$ cat src/rtl/ram_port_arbiter_if.sv
// Client and RAM-side bus of the two-client RAM port arbiter.
// slave: arbiter side; master: clients plus RAM (bench side).
interface ram_port_arbiter_if #(
   parameter int WIDTH   = 16,
   parameter int ADDRESS = 5
);
   logic               i_c0_req;
   logic               i_c0_we;
   logic [ADDRESS-1:0] i_c0_addr;
   logic [WIDTH-1:0]   i_c0_wdata;
   logic               i_c1_req;
   logic               i_c1_we;
   logic [ADDRESS-1:0] i_c1_addr;
   logic [WIDTH-1:0]   i_c1_wdata;
   logic               o_c0_gnt;
   logic               o_c1_gnt;
   logic               o_c0_rvalid;
   logic               o_c1_rvalid;
   logic [WIDTH-1:0]   o_c0_rdata;
   logic [WIDTH-1:0]   o_c1_rdata;
   logic               o_ram_cs;
   logic               o_ram_valid;
   logic               o_ram_wr_en;
   logic [ADDRESS-1:0] o_ram_wr_addr;
   logic [WIDTH-1:0]   o_ram_wr_data;
   logic               o_ram_rd_en;
   logic [ADDRESS-1:0] o_ram_rd_addr;
   logic [WIDTH-1:0]   i_ram_rd_data;
   logic               i_ram_ready;

   modport slave (
      input  i_c0_req, i_c0_we, i_c0_addr, i_c0_wdata,
      input  i_c1_req, i_c1_we, i_c1_addr, i_c1_wdata,
      input  i_ram_rd_data, i_ram_ready,
      output o_c0_gnt, o_c1_gnt,
      output o_c0_rvalid, o_c1_rvalid,
      output o_c0_rdata, o_c1_rdata,
      output o_ram_cs, o_ram_valid, o_ram_wr_en,
      output o_ram_wr_addr, o_ram_wr_data,
      output o_ram_rd_en, o_ram_rd_addr
   );

   modport master (
      output i_c0_req, i_c0_we, i_c0_addr, i_c0_wdata,
      output i_c1_req, i_c1_we, i_c1_addr, i_c1_wdata,
      output i_ram_rd_data, i_ram_ready,
      input  o_c0_gnt, o_c1_gnt,
      input  o_c0_rvalid, o_c1_rvalid,
      input  o_c0_rdata, o_c1_rdata,
      input  o_ram_cs, o_ram_valid, o_ram_wr_en,
      input  o_ram_wr_addr, o_ram_wr_data,
      input  o_ram_rd_en, o_ram_rd_addr
   );
endinterface

$ cat src/rtl/ram_port_arbiter.sv
// Two-client arbiter for a 1W/1R RAM; reads and writes arbitrate separately.
// Ports: i_clk, i_rst (sync, active high), bus (ram_port_arbiter_if.slave).
// ARB_ROUND_ROBIN_EN: round-robin on contention; undefined = c0 always wins.
module ram_port_arbiter #(
   parameter int WIDTH   = 16,
   parameter int ADDRESS = 5
) (
   input  logic i_clk,
   input  logic i_rst,
   ram_port_arbiter_if.slave bus
);
   logic wr_c0, wr_c1, rd_c0, rd_c1;
   logic wr_g0, wr_g1, rd_g0, rd_g1;
   logic wr_acc, rd_acc;

   logic               wr_q;
   logic [ADDRESS-1:0] wr_addr_q;
   logic [WIDTH-1:0]   wr_data_q;
   logic               rd_q;
   logic               rd_tag_q;
   logic [ADDRESS-1:0] rd_addr_q;
   logic               ret_q;
   logic               ret_tag_q;
   logic [WIDTH-1:0]   hold0_q;
   logic [WIDTH-1:0]   hold1_q;
   logic               rv0, rv1;

   assign wr_c0 = bus.i_c0_req & bus.i_c0_we;
   assign wr_c1 = bus.i_c1_req & bus.i_c1_we;
   assign rd_c0 = bus.i_c0_req & ~bus.i_c0_we;
   assign rd_c1 = bus.i_c1_req & ~bus.i_c1_we;

`ifdef ARB_ROUND_ROBIN_EN
   // Pointer names the winner of the next contested grant.
   logic wr_ptr, rd_ptr;

   assign wr_g0 = bus.i_ram_ready & wr_c0 & (~wr_c1 | ~wr_ptr);
   assign wr_g1 = bus.i_ram_ready & wr_c1 & (~wr_c0 | wr_ptr);
   assign rd_g0 = rd_c0 & (~rd_c1 | ~rd_ptr);
   assign rd_g1 = rd_c1 & (~rd_c0 | rd_ptr);

   always_ff @(posedge i_clk) begin
      if (i_rst) begin
         wr_ptr <= 1'b0;
         rd_ptr <= 1'b0;
      end else begin
         if (bus.i_ram_ready & wr_c0 & wr_c1)
            wr_ptr <= ~wr_ptr;
         if (rd_c0 & rd_c1)
            rd_ptr <= ~rd_ptr;
      end
   end
`else
   assign wr_g0 = bus.i_ram_ready & wr_c0;
   assign wr_g1 = bus.i_ram_ready & wr_c1 & ~wr_c0;
   assign rd_g0 = rd_c0;
   assign rd_g1 = rd_c1 & ~rd_c0;
`endif

   assign wr_acc = wr_g0 | wr_g1;
   assign rd_acc = rd_g0 | rd_g1;

   assign bus.o_c0_gnt = wr_g0 | rd_g0;
   assign bus.o_c1_gnt = wr_g1 | rd_g1;

   always_ff @(posedge i_clk) begin
      if (i_rst) begin
         wr_q      <= 1'b0;
         wr_addr_q <= '0;
         wr_data_q <= '0;
         rd_q      <= 1'b0;
         rd_tag_q  <= 1'b0;
         rd_addr_q <= '0;
         ret_q     <= 1'b0;
         ret_tag_q <= 1'b0;
         hold0_q   <= '0;
         hold1_q   <= '0;
      end else begin
         wr_q <= wr_acc;
         if (wr_acc) begin
            wr_addr_q <= wr_g1 ? bus.i_c1_addr : bus.i_c0_addr;
            wr_data_q <= wr_g1 ? bus.i_c1_wdata : bus.i_c0_wdata;
         end
         rd_q     <= rd_acc;
         rd_tag_q <= rd_g1;
         if (rd_acc)
            rd_addr_q <= rd_g1 ? bus.i_c1_addr : bus.i_c0_addr;
         ret_q     <= rd_q;
         ret_tag_q <= rd_tag_q;
         if (rv0)
            hold0_q <= bus.i_ram_rd_data;
         if (rv1)
            hold1_q <= bus.i_ram_rd_data;
      end
   end

   assign bus.o_ram_cs      = wr_q;
   assign bus.o_ram_valid   = wr_q;
   assign bus.o_ram_wr_en   = wr_q;
   assign bus.o_ram_wr_addr = wr_addr_q;
   assign bus.o_ram_wr_data = wr_data_q;
   assign bus.o_ram_rd_en   = rd_q;
   assign bus.o_ram_rd_addr = rd_addr_q;

   // RAM output is already registered, so the strobe cycle passes it
   // straight through and the hold register keeps it afterwards.
   assign rv0 = ret_q & ~ret_tag_q;
   assign rv1 = ret_q & ret_tag_q;
   assign bus.o_c0_rvalid = rv0;
   assign bus.o_c1_rvalid = rv1;
   assign bus.o_c0_rdata  = rv0 ? bus.i_ram_rd_data : hold0_q;
   assign bus.o_c1_rdata  = rv1 ? bus.i_ram_rd_data : hold1_q;
endmodule

$ cat src/flat_wrapper.sv
// flat-port wrapper written by rule: the top's interface ports become plain ports
module ram_port_arbiter_flat 
#(
   parameter int WIDTH   = 16,
   parameter int ADDRESS = 5
)
  (i_clk, i_rst, bus_i_c0_req, bus_i_c0_we, bus_i_c0_addr, bus_i_c0_wdata, bus_i_c1_req, bus_i_c1_we, bus_i_c1_addr, bus_i_c1_wdata, bus_i_ram_rd_data, bus_i_ram_ready, bus_o_c0_gnt, bus_o_c1_gnt, bus_o_c0_rvalid, bus_o_c1_rvalid, bus_o_c0_rdata, bus_o_c1_rdata, bus_o_ram_cs, bus_o_ram_valid, bus_o_ram_wr_en, bus_o_ram_wr_addr, bus_o_ram_wr_data, bus_o_ram_rd_en, bus_o_ram_rd_addr);
  ram_port_arbiter_if #(.WIDTH(WIDTH), .ADDRESS(ADDRESS)) bus_i ();
  input  logic i_clk;
  input  logic i_rst;
  input wire logic [$bits(bus_i.i_c0_req)-1:0] bus_i_c0_req;
  input wire logic [$bits(bus_i.i_c0_we)-1:0] bus_i_c0_we;
  input wire logic [$bits(bus_i.i_c0_addr)-1:0] bus_i_c0_addr;
  input wire logic [$bits(bus_i.i_c0_wdata)-1:0] bus_i_c0_wdata;
  input wire logic [$bits(bus_i.i_c1_req)-1:0] bus_i_c1_req;
  input wire logic [$bits(bus_i.i_c1_we)-1:0] bus_i_c1_we;
  input wire logic [$bits(bus_i.i_c1_addr)-1:0] bus_i_c1_addr;
  input wire logic [$bits(bus_i.i_c1_wdata)-1:0] bus_i_c1_wdata;
  input wire logic [$bits(bus_i.i_ram_rd_data)-1:0] bus_i_ram_rd_data;
  input wire logic [$bits(bus_i.i_ram_ready)-1:0] bus_i_ram_ready;
  output wire logic [$bits(bus_i.o_c0_gnt)-1:0] bus_o_c0_gnt;
  output wire logic [$bits(bus_i.o_c1_gnt)-1:0] bus_o_c1_gnt;
  output wire logic [$bits(bus_i.o_c0_rvalid)-1:0] bus_o_c0_rvalid;
  output wire logic [$bits(bus_i.o_c1_rvalid)-1:0] bus_o_c1_rvalid;
  output wire logic [$bits(bus_i.o_c0_rdata)-1:0] bus_o_c0_rdata;
  output wire logic [$bits(bus_i.o_c1_rdata)-1:0] bus_o_c1_rdata;
  output wire logic [$bits(bus_i.o_ram_cs)-1:0] bus_o_ram_cs;
  output wire logic [$bits(bus_i.o_ram_valid)-1:0] bus_o_ram_valid;
  output wire logic [$bits(bus_i.o_ram_wr_en)-1:0] bus_o_ram_wr_en;
  output wire logic [$bits(bus_i.o_ram_wr_addr)-1:0] bus_o_ram_wr_addr;
  output wire logic [$bits(bus_i.o_ram_wr_data)-1:0] bus_o_ram_wr_data;
  output wire logic [$bits(bus_i.o_ram_rd_en)-1:0] bus_o_ram_rd_en;
  output wire logic [$bits(bus_i.o_ram_rd_addr)-1:0] bus_o_ram_rd_addr;
  assign bus_i.i_c0_req = bus_i_c0_req;
  assign bus_i.i_c0_we = bus_i_c0_we;
  assign bus_i.i_c0_addr = bus_i_c0_addr;
  assign bus_i.i_c0_wdata = bus_i_c0_wdata;
  assign bus_i.i_c1_req = bus_i_c1_req;
  assign bus_i.i_c1_we = bus_i_c1_we;
  assign bus_i.i_c1_addr = bus_i_c1_addr;
  assign bus_i.i_c1_wdata = bus_i_c1_wdata;
  assign bus_i.i_ram_rd_data = bus_i_ram_rd_data;
  assign bus_i.i_ram_ready = bus_i_ram_ready;
  assign bus_o_c0_gnt = bus_i.o_c0_gnt;
  assign bus_o_c1_gnt = bus_i.o_c1_gnt;
  assign bus_o_c0_rvalid = bus_i.o_c0_rvalid;
  assign bus_o_c1_rvalid = bus_i.o_c1_rvalid;
  assign bus_o_c0_rdata = bus_i.o_c0_rdata;
  assign bus_o_c1_rdata = bus_i.o_c1_rdata;
  assign bus_o_ram_cs = bus_i.o_ram_cs;
  assign bus_o_ram_valid = bus_i.o_ram_valid;
  assign bus_o_ram_wr_en = bus_i.o_ram_wr_en;
  assign bus_o_ram_wr_addr = bus_i.o_ram_wr_addr;
  assign bus_o_ram_wr_data = bus_i.o_ram_wr_data;
  assign bus_o_ram_rd_en = bus_i.o_ram_rd_en;
  assign bus_o_ram_rd_addr = bus_i.o_ram_rd_addr;
  ram_port_arbiter #(.WIDTH(WIDTH), .ADDRESS(ADDRESS)) u_core (.i_clk(i_clk), .i_rst(i_rst), .bus(bus_i));
endmodule
$ cat config.mk
export PLATFORM = sky130hd
export DESIGN_NAME = ram_port_arbiter_flat
export DESIGN_NICKNAME = d
export VERILOG_FILES = /design/src/rtl/ram_port_arbiter_if.sv /design/src/rtl/ram_port_arbiter.sv /design/src/flat_wrapper.sv
export SDC_FILE = /design/constraint.sdc
export NUM_CORES = 1
export LEC_CHECK = 0
export ABC_CLOCK_PERIOD_IN_PS = 2440
export CORE_AREA = 5 5 71 105
export DETAILED_ROUTE_END_ITERATION = 7
export DIE_AREA = 0 0 76 110
export PLACE_DENSITY_LB_ADDON = 0.08
export SYNTH_ARGS = -nofsm -noshare
export SYNTH_HDL_FRONTEND = slang
export SYNTH_SLANG_ARGS = --single-unit
$ cat constraint.sdc
create_clock -name i_clk -period 2.44 [get_ports i_clk]
set_input_delay 0.244 -clock i_clk [delete_from_list [all_inputs] [get_ports i_clk]]
set_output_delay 0.244 -clock i_clk [all_outputs]
set_load 0.02 [all_outputs]
==> results by stage <==
Outcome:
- The flow ran to the end, and the final reports show no timing, DRC or antenna violations.

Synthesis:
- The synthesized design contains 63 register bits.
- Multiplexer cells account for about 16% of the synthesized area.
- The number of enable-type register cells in the synthesized netlist is 0.
- During synthesis, Yosys emitted a total of 0 warnings.
- By area, the combinational part of the netlist is dominated by compound AO/OA/AOI/OAI gates.
- After Yosys synthesis, XOR and XNOR cells account for less than 1% of the synthesized area.
- The synthesized instance count is 275.
- The primary flip-flop cell chosen by synthesis mapping is dfxtp_1.
- Counting distinct cell types in the post-synthesis netlist gives 28.
- The area share of fa/ha/maj cells after synthesis is 0%.
- Dividing the synthesized area by the synthesized cell count gives 9.964 um^2.
- Synthesis produced a netlist with a net count of 340.
- The post-synthesis share of cell area spent on and, or, nand and nor gates is between 10% and 20%.
- dfxtp_1 takes more of the synthesized area than any other cell.
- After synthesis, flip-flops and latches occupy 46.03% of the total area.
- The top cell type by area accounts for a little under half of the synthesized area.
- The mapped netlist covers 2740 um^2.
- The async set-reset flop share out of synthesis is 0%.
- By area the synthesized netlist is led by dfxtp_1, nor2b_1, mux2_2.
- The synthesized netlist devotes between 10% and 20% of its cell area to compound gates.

Cells and area:
- The area added between synthesis and finish is 56.03%.
- The count of non-filler cells in the finished layout is between 400 and 500.
- The post-route netlist has between 10% and 20% of its cells at a drive strength greater than 1.
- Leaving out fill and tap cells, the most frequent cells in the layout are clkdlybuf4s50_1, dfxtp_1, nor2b_1, a21oi_1.
- The repair_antennas step left the layout with diodes totalling 0.
- Once layout is complete, the utilization of the core stands at between 60% and 70%.
- Leaving out fill and tap cells, the most frequent cell in the layout is clkdlybuf4s50_1.
- The total number of nets in the final design is between 400 and 500.

Routing:
- The detailed-route DRC error count is 0.
- After the first detailed-routing iteration, the DRC count stood at 96.
- Across all layers, the routed design uses between 2000 and 3000 vias.
- The antenna violation net count after detailed routing is 0.
- The detail-routed via count per cell is between 5 and 6.
- The total routed wirelength is about 7600 um.
- After detailed routing, the average wire length per cell comes to 15.77 um.
- The first detailed-routing pass ran for 4 iterations.

GRT:
- Entering global routing, the biggest net connects 64 pins.
- For this run the aggregate overflow at the end of global routing stands at 0.
- The via count of the first global-routing pass came to 2562.
- The first-pass GRT wire length is between 10000 and 15000 um.
- The global-route usage over all layers is 17.83%.
- The number of antenna violations at the first check in global routing was 0.

Job:
- Across the run, the number of max-cap violations was 0.

Timing:
- In this run the tightest slew margin relative to its limit is 55.31%.
- The minimum clock period after layout is 2250 ps.
- At the pin with the least slew margin, the transition time is approximately 670 ps.
- The summed negative setup slack over all endpoints is 0 ps.
- Setup violations remaining at the end of the flow were counted as 0.
- The hold violation count in the final report was 0.
- The worst clock skew is between 9 and 10 ps.
- The highest attainable clock frequency is around 440 MHz.
- The share of the cycle needed by the critical path after routing is between 90% and 100%.
- The final setup slack of the worst path is between 150 and 200 ps.
- Setup repair after global routing left no endpoint under its margin.
- The final-report max-slew violation count came to 0.

Clock tree:
- For the worst-skew pair, the clock arrives at the later sink with an insertion delay of roughly 330 ps.
- After clock tree synthesis, the clock-pin slew on the worst setup and hold paths is 70 ps.
- The maximum clock insertion buffer count is 2.
- The H-tree was split into 3 levels.
- In this run the post-CTS setup repair buffer count came out at 0.
- The TritonCTS clock tree is done.
- CTS placed an instance of clkbuf_8 at the clock tree root.
- The clock net sink count is 63.
- The total clock buffers created by CTS is 9.
- The quantity of hold-fixing buffers added after cts is 0.
- The number of gates given a new drive strength after cts is 0.

Floorplanning:
- Measured along the x axis, the die boundary spans 76 um.
- roughly 130 I/O pins were placed.
- For this configuration, the core starts out at a cell density of 42.54%.
- The area of the die is around 8400 um^2.
- The row count is 36.
- The core outline area is approximately 6400 um^2.
- From bottom edge to top edge, the die measures ~110 um.

Power:
- In this run the static leakage power is about 1.6 nW.
- The worst supply voltage drop on vdd is just over 0.0003 V.
- The cell area power density is around 560 nW/um^2.

Placement:
- The cell total after placement is around 460.
- The half-perimeter wire length of the detailed placement result is about 5400 um.
- The congestion estimate from routability-driven global placement came to approximately 0.76.
- Input and output buffers added on the ports amount to 130.
- Before CTS, the worst setup slack after placement is roughly 320 ps.

Worst setup path:
- Along the worst path, the maximum fanout reaches 17.
- The endpoint identified for the worst register-to-register timing path is u_core.hold0_q[5].
- The critical path is of the flip-flop to output pin type.
- The source of the critical timing path is u_core.ret_q.
- Following the worst setup path forward leads to its endpoint at bus_o_c0_rdata[5].
- The setup slack of the worst register-to-register path is 1040 ps.
- The critical path data arrival time is roughly 2000 ps.
- At the worst endpoint, the required time is approximately 2200 ps.
- The launch point of the worst reg-to-reg path is u_core.ret_q.
- The critical path launch point type is a flip-flop.
- The worst register-to-register path has a depth of 4.
- The worst setup path is captured at an output pin.

Min path:
- In this run the most critical hold path is launched from u_core.rd_tag_q.
- The class of the most critical hold timing path is flip-flop to flip-flop.
flip-flops by register name, indices dropped and copies added, names as in the netlist:
register,count
u_core.bus.o_ram_wr_data,16
u_core.hold0_q,16
u_core.hold1_q,16
u_core.bus.o_ram_rd_addr,5
u_core.bus.o_ram_wr_addr,5
u_core.bus.o_ram_cs,1
u_core.bus.o_ram_rd_en,1
u_core.rd_tag_q,1
u_core.ret_q,1
u_core.ret_tag_q,1
power by group:
part | internal (mW) | total (mW) | leakage [nW] | switching (mW)
Sequential | 1.07 | 1.08 | 0.513 | 0.0150
Combinational | 0.246 | 0.448 | 1.04 | 0.202
Clock | 0.468 | 0.865 | 0.0960 | 0.397
worst min-delay path by stage:
stage,to,depth (start not counted)
finish,u_core.ret_tag_q,1
global route,u_core.ret_tag_q,1
CTS,u_core.ret_tag_q,1
detailed placement,u_core.ret_tag_q,1
global placement,u_core.ret_tag_q,1
floorplan,u_core.ret_tag_q,1
critical path, cell delays in order, from the launching register on:
cell and delay, ps:
dfxtp_1 340, nor2b_2 130, buf_4 280, mux2_2 380, clkdlybuf4s50_1 540
Yosys cell counts, drive strengths merged, types with 2 or more instances:
library cell and instances:
mux2i 5, buf 11, nand2 2, a211oi 5, nor2 6, nor2b 36, a2bb2oi 21, dfxtp 63
o21ai 21, mux2 32, inv 4, clkbuf 18, nand4 21, a21oi 22
stage by stage:
step / power, mW / instance area [um^2] / hold WS (ps)
finish: 2.393 / 4275 / 435.0
floorplan: 1.312 / 2740 / 413.8
detailed placement: 1.553 / 4086 / 423.9
global placement: 1.548 / 4086 / 425.0
CTS: 2.421 / 4275 / 440.0
global route: 2.507 / 4275 / 451.2
cells by family (layout without fill, tap and decap cells):
kind of cell,Yosys count,in the layout
AOI/OAI and AO/OA,72,72
xor gates and xnor gates,1,1
buffers and inverters,33,162
DFF,63,63
muxes,37,37
and+or+nand+nor,69,69
metal layers:
metal	share of wire (%)	up-vias	wire [um]	global-route usage, %
met2	50	86	3802	31.50
met3	9.0	8	684	6.911
met1	39	1184	2986	19.05
met5	0	-	0	0
met4	1.2	0	93	7.125
li1	-	1231	-	-
final cells by class:
| class | count | area [um^2] |
|---|---|---|
| multi-input cells | 179 | 1329 |
| well taps | 76 | 95.09 |
| inverters | 4 | 15.01 |
| clock inverters | 6 | 61.31 |
| clock buffers | 10 | 127.6 |
| flip-flops and latches | 63 | 1261 |
| repair buffers | 142 | 1386 |
| fillers | 545 | 2166 |
Power figures use the tool's default switching activity.
